--- config.mk ---
export PLATFORM = sky130hd
export DESIGN_NAME = sddev_cmd
export DESIGN_NICKNAME = d
export VERILOG_FILES = /design/src/rtl/sddev_cmd.sv
export SDC_FILE = /design/constraint.sdc
export NUM_CORES = 1
export LEC_CHECK = 0
export CELL_PAD_IN_SITES_DETAIL_PLACEMENT = 1
export CELL_PAD_IN_SITES_GLOBAL_PLACEMENT = 1
export CORE_UTILIZATION = 47
export CTS_BUF_LIST = sky130_fd_sc_hd__clkbuf_16
export CTS_CLUSTER_SIZE = 40
export DETAILED_ROUTE_END_ITERATION = 10
export DONT_BUFFER_PORTS = 1
export HOLD_SLACK_MARGIN = 0.05
export PLACE_DENSITY_LB_ADDON = 0.1
export SYNTH_ARGS = -nofsm -noshare
export SYNTH_HDL_FRONTEND = slang
export SYNTH_SLANG_ARGS = --single-unit
--- constraint.sdc ---
create_clock -name i_clk -period 3.65 [get_ports i_clk]
set_input_delay 0.1825 -clock i_clk [delete_from_list [all_inputs] [get_ports i_clk]]
set_output_delay 0.1825 -clock i_clk [all_outputs]
set_load 0.1 [all_outputs]
--- src/rtl/sddev_cmd.sv ---
// sddev_cmd: card-side SD CMD-line engine. Deserializes host commands with CRC7
// checking and serializes 48-bit or 136-bit R2 responses after the N_CR gap.
module sddev_cmd #(
    parameter int NCR = 2
) (
    input  logic         i_clk,
    input  logic         i_reset_n,
    input  logic         i_ckstb,
    input  logic         i_cmd,
    output logic         o_cmd_en,
    output logic         o_cmd,
    output logic         o_req_valid,
    output logic         o_req_err,
    output logic [5:0]   o_req_id,
    output logic [31:0]  o_req_arg,
    input  logic         i_rsp_valid,
    output logic         o_rsp_ready,
    input  logic         i_rsp_type,
    input  logic [5:0]   i_rsp_id,
    input  logic [119:0] i_rsp_data,
    output logic         o_busy
);
    typedef enum logic [2:0] {IDLE, RX, SKIP, WAIT, GAP, TX} state_t;

    state_t       state, state_nxt;
    logic [7:0]   bit_cnt;
    logic [44:0]  rx_sr;
    logic [6:0]   crc;
    logic [6:0]   gap_cnt;
    logic [135:0] tx_sr;
    logic         rsp_type;
    logic         frame_err, gap_done, accept, tx_fire, tx_bit;
    logic [7:0]   crc_from, crc_at, last_bit;

    function automatic logic [6:0] crc7_next(input logic [6:0] c, input logic d);
        logic fb;
        fb = d ^ c[6];
        return {c[5:3], c[2] ^ fb, c[1:0], fb};
    endfunction

    // rx_sr holds frame bits 45..1 when the end bit is on the line
    always_comb begin
        frame_err = (rx_sr[6:0] != crc) || !i_cmd;
        gap_done  = gap_cnt >= 7'(NCR - 1);
        accept    = (state == WAIT) && i_rsp_valid;
        crc_from  = rsp_type ? 8'd8   : 8'd0;
        crc_at    = rsp_type ? 8'd128 : 8'd40;
        last_bit  = rsp_type ? 8'd135 : 8'd47;
        tx_fire   = i_ckstb && (((state == GAP) && gap_done) ||
                                ((state == TX) && (bit_cnt <= last_bit)));
        if (bit_cnt < crc_at)
            tx_bit = tx_sr[135];
        else if (bit_cnt < last_bit)
            tx_bit = crc[6];
        else
            tx_bit = 1'b1;
    end

    always_ff @(posedge i_clk) begin
        if (!i_reset_n)
            state <= IDLE;
        else
            state <= state_nxt;
    end

    always_comb begin
        state_nxt = state;
        case (state)
            IDLE: if (i_ckstb && !i_cmd) state_nxt = RX;
            RX: if (i_ckstb) begin
                if (bit_cnt == 8'd1 && !i_cmd)
                    state_nxt = SKIP;
                else if (bit_cnt == 8'd47)
                    state_nxt = frame_err ? IDLE : WAIT;
            end
            SKIP: if (i_ckstb && bit_cnt == 8'd47) state_nxt = IDLE;
            WAIT: begin
                if (i_rsp_valid)
                    state_nxt = GAP;
                else if (i_ckstb && !i_cmd)
                    state_nxt = RX;
            end
            GAP: if (i_ckstb && gap_done) state_nxt = TX;
            TX: if (i_ckstb && bit_cnt > last_bit) state_nxt = IDLE;
            default: state_nxt = IDLE;
        endcase
    end

    always_comb begin
        o_busy      = state != IDLE;
        o_rsp_ready = state == WAIT;
    end

    always_ff @(posedge i_clk) begin
        if (!i_reset_n) begin
            bit_cnt     <= '0;
            rx_sr       <= '0;
            crc         <= '0;
            gap_cnt     <= '0;
            tx_sr       <= '0;
            rsp_type    <= 1'b0;
            o_cmd_en    <= 1'b0;
            o_cmd       <= 1'b1;
            o_req_valid <= 1'b0;
            o_req_err   <= 1'b0;
            o_req_id    <= '0;
            o_req_arg   <= '0;
        end else begin
            o_req_valid <= 1'b0;
            o_req_err   <= 1'b0;
            case (state)
                IDLE: if (i_ckstb && !i_cmd) begin
                    bit_cnt <= 8'd1;
                    rx_sr   <= '0;
                    crc     <= '0;
                end
                RX: if (i_ckstb) begin
                    rx_sr   <= {rx_sr[43:0], i_cmd};
                    bit_cnt <= bit_cnt + 8'd1;
                    if (bit_cnt < 8'd40)
                        crc <= crc7_next(crc, i_cmd);
                    if (bit_cnt == 8'd47) begin
                        o_req_valid <= 1'b1;
                        o_req_err   <= frame_err;
                        o_req_id    <= rx_sr[44:39];
                        o_req_arg   <= rx_sr[38:7];
                        gap_cnt     <= '0;
                    end
                end
                SKIP: if (i_ckstb) bit_cnt <= bit_cnt + 8'd1;
                WAIT: begin
                    if (i_ckstb && gap_cnt != 7'h7F)
                        gap_cnt <= gap_cnt + 7'd1;
                    // an offered response wins over a competing start bit
                    if (accept) begin
                        rsp_type <= i_rsp_type;
                        bit_cnt  <= '0;
                        crc      <= '0;
                        tx_sr    <= i_rsp_type ? {2'b00, 6'h3F, i_rsp_data, 8'h00}
                                               : {2'b00, i_rsp_id, i_rsp_data[31:0], 96'b0};
                    end else if (i_ckstb && !i_cmd) begin
                        bit_cnt <= 8'd1;
                        rx_sr   <= '0;
                        crc     <= '0;
                    end
                end
                GAP: if (i_ckstb && gap_cnt != 7'h7F) gap_cnt <= gap_cnt + 7'd1;
                TX: if (i_ckstb && bit_cnt > last_bit) begin
                    o_cmd_en <= 1'b0;
                    o_cmd    <= 1'b1;
                end
                default: ;
            endcase

            // payload bits shift out and feed the CRC, then the CRC itself shifts out
            if (tx_fire) begin
                o_cmd_en <= 1'b1;
                o_cmd    <= tx_bit;
                bit_cnt  <= bit_cnt + 8'd1;
                if (bit_cnt < crc_at) begin
                    tx_sr <= {tx_sr[134:0], 1'b0};
                    if (bit_cnt >= crc_from)
                        crc <= crc7_next(crc, tx_bit);
                end else if (bit_cnt < last_bit) begin
                    crc <= {crc[5:0], 1'b0};
                end
            end
        end
    end
endmodule

==> impl_metrics.yaml <==
floorplan:
  coreArea_um2: 22800
  fp.dieW_um: 155
  start_util: 0.484
  die-area_um2: 24200
  die_height_um: 155
  ios: 176
  placementRows: 55
sta:
  tightestPinTransition_ps: 1060
  slew-limit-headroom: 0.294
  period_needed_ps: 3200
  rsz0062_at_grt: "false"
  setup_viol: 0
  hold_viol: 0
  fin_crit_sh: 0.876
  max_clock_freq_mhz: 313
  finClkSkew_ps: 12.4
  slew_viol_final: 0
  tns_ps: 0
synth:
  ys_types: 62
  synth_top_cell_area_share: 0.451
  synth_top_area_cell: "dfxtp_1"
  yosysSeqAreaShare: 0.451
  synth_edf_count: 0
  synthTopCellsByArea: "dfxtp_1 (45%), a21boi_0 (12%), nand2_1 (10%)"
  synth-seq-cells: 249
  synthArstFlopShare: 0
  avgSynthCellArea_um2: 8.53
  synth_flop_cell: "dfxtp_1"
  netlist_instances: 1297
  synth_area_um2: 11100
  postSynthNetCount: 1438
  yosys_warnings: 0
finish:
  area_growth_pct: 20.2
  register_area_um2: 4980
  multiInputGateArea_um2: 5600
  mostFrequentLayoutCell: "nand2_1"
  nFillCells: 2591
  layout_common_cells: "nand2_1 (299), dfxtp_1 (249), a21boi_0 (176)"
  drive_above_1_share: 0.0488
  layout.nets: 1494
setup_path:
  cp_data_required_time_ps: 4060
  arrival_ps: 3610
  reg2regPathDepth: 9
  r2r_setup_slack_ps: 450
  cp-end-kind: "flop"
  cp_max_fo: 25
  critPathKind: "flop to flop"
  critPathLaunchType: "flop"
cts:
  cts-root-buf: "clkbuf_16"
  post_cts_buffers: 0
  ctsResizeCount: 0
  tritoncts: "built"
  ctsHoldBuffers: 120
  numCtsBuffers: 28
  clk_latency_ps: 530
  cts.path.max_buffers: 3
  clkSinkCount: 249
  htreeDepth: 1
  clk_pin_slew_worst_paths_ps: 60
global_route:
  antenna_found_initial: 1
  grtUsageMet2: 0.465
  met1_usage: 0.329
  grt_first_pass_wirelength_mm: 52.1
  grt_max_degree: 195
  grt_pass1_vias: 10163
  grt_most_used_layer: "met2"
  grt_use_met3: 0.0487
  grtUsageTotal: 0.264
  overflow: 0
place:
  place.gp.congestion: 0.746
  port_buffers: 0
  hpwl_mm: 17.7
route:
  drc: 0
  ant_nets: 0
  drt_first_iter_violations: 542
  wire_per_inst_um: 19.3
  num_vias: 9798
  dr.pass1.iters: 5
  viasPerCell: 5.81
  routed_wl_mm: 32.5
status:
  status: "finished clean"
run:
  max_cap_viol_count: 0
pwr:
  peakVddDrop_uv: 352
  power_mw: 6.31
  p_leak_nw: 4.37
  power_density_nw_per_um2: 475
worst_hold_path:
  hp-class: "input port to flop"
  hold_depth: 4
## stage by stage
stage	instances	hold WS [ps]	area [um2]	setup slack (ps)	util
2_1_floorplan	1297	319	11100	700	-
5_1_grt	1687	54.0	13300	168	0.582
6_report	1687	35.1	13300	452	0.582
4_1_cts	1686	50.1	13300	599	0.582
3_3_place_gp	1516	273	11200	773	0.491
3_5_place_dp	1516	279	11200	612	0.491
## cell usage after synthesis, drive strengths merged, types with 6 or more instances
master and instances:
a21boi 177, a21oi 58, a22oi 94, and3 9
buf 20, clkbuf 91, dfxtp 249, ha 9
inv 11, mux2i 33, nand2 299, nand3 63
nand4 6, nor2 23, nor2b 9, o211ai 39
o21ai 8, or3 8, xnor2 14
## per-layer routing
layer,vias to the layer above,share of wire
met2,227,0.49
li1,4694,-
met3,46,0.052
met5,-,0
met4,0,0.018
met1,4831,0.44
## final timing paths
path / startpoint / end
setup / recovery: rsp_type / tx_sr[34]
hold / removal: i_rsp_data[30] / tx_sr[126]
setup reg to reg: rsp_type / tx_sr[34]
hold reg to reg: tx_sr[4] / tx_sr[5]
## flip-flops by register name, indices dropped and copies added, names as in the netlist, 3 cells and up
name,cells
state,3
tx_sr,136
o_req_id,6
o_req_arg,32
rx_sr,45
crc,7
gap_cnt,7
bit_cnt,8
## where the power goes
part | internal (mW) | switching, mW
clock | 1.56 | 1.09
combinational | 0.308 | 0.523
sequential | 2.76 | 0.0667
## cell type report
| type | instances | share of cell area |
|---|---|---|
| clock inverter | 21 | 0.0101 |
| sequential | 249 | 0.375 |
| tap | 313 | 0.0295 |
| timing repair buffer | 137 | 0.106 |
| inverter | 11 | 0.00311 |
| multi-input combinational | 926 | 0.422 |
| antenna | 1 | 0.000188 |
| clock buffer | 29 | 0.0546 |
## worst max-delay path, cell delays in order (launching register included)
cell	delay [ps]
dfxtp_1	390
inv_1	100
ha_1	340
nor4bb_1	470
a21oi_1	170
o31a_1	330
a21oi_4	620
buf_12	260
nand2_1	100
a21boi_0	280
## kinds of logic (layout without fill, tap and decap cells)
family / Yosys count / in the layout / share of synthesized area
and+or+nand+nor: 450 / 450 / 0.178
xor gates and xnor gates: 17 / 17 / 0.0135
buffers and inverters: 122 / 198 / 0.0445
adders and majority gates: 9 / 9 / 0.0102
other: 0 / 1 / 0
DFF: 249 / 249 / 0.451
AOI/OAI and AO/OA: 415 / 415 / 0.271
muxes: 35 / 35 / 0.0319
No activity file was read; power rests on OpenSTA's default activity.
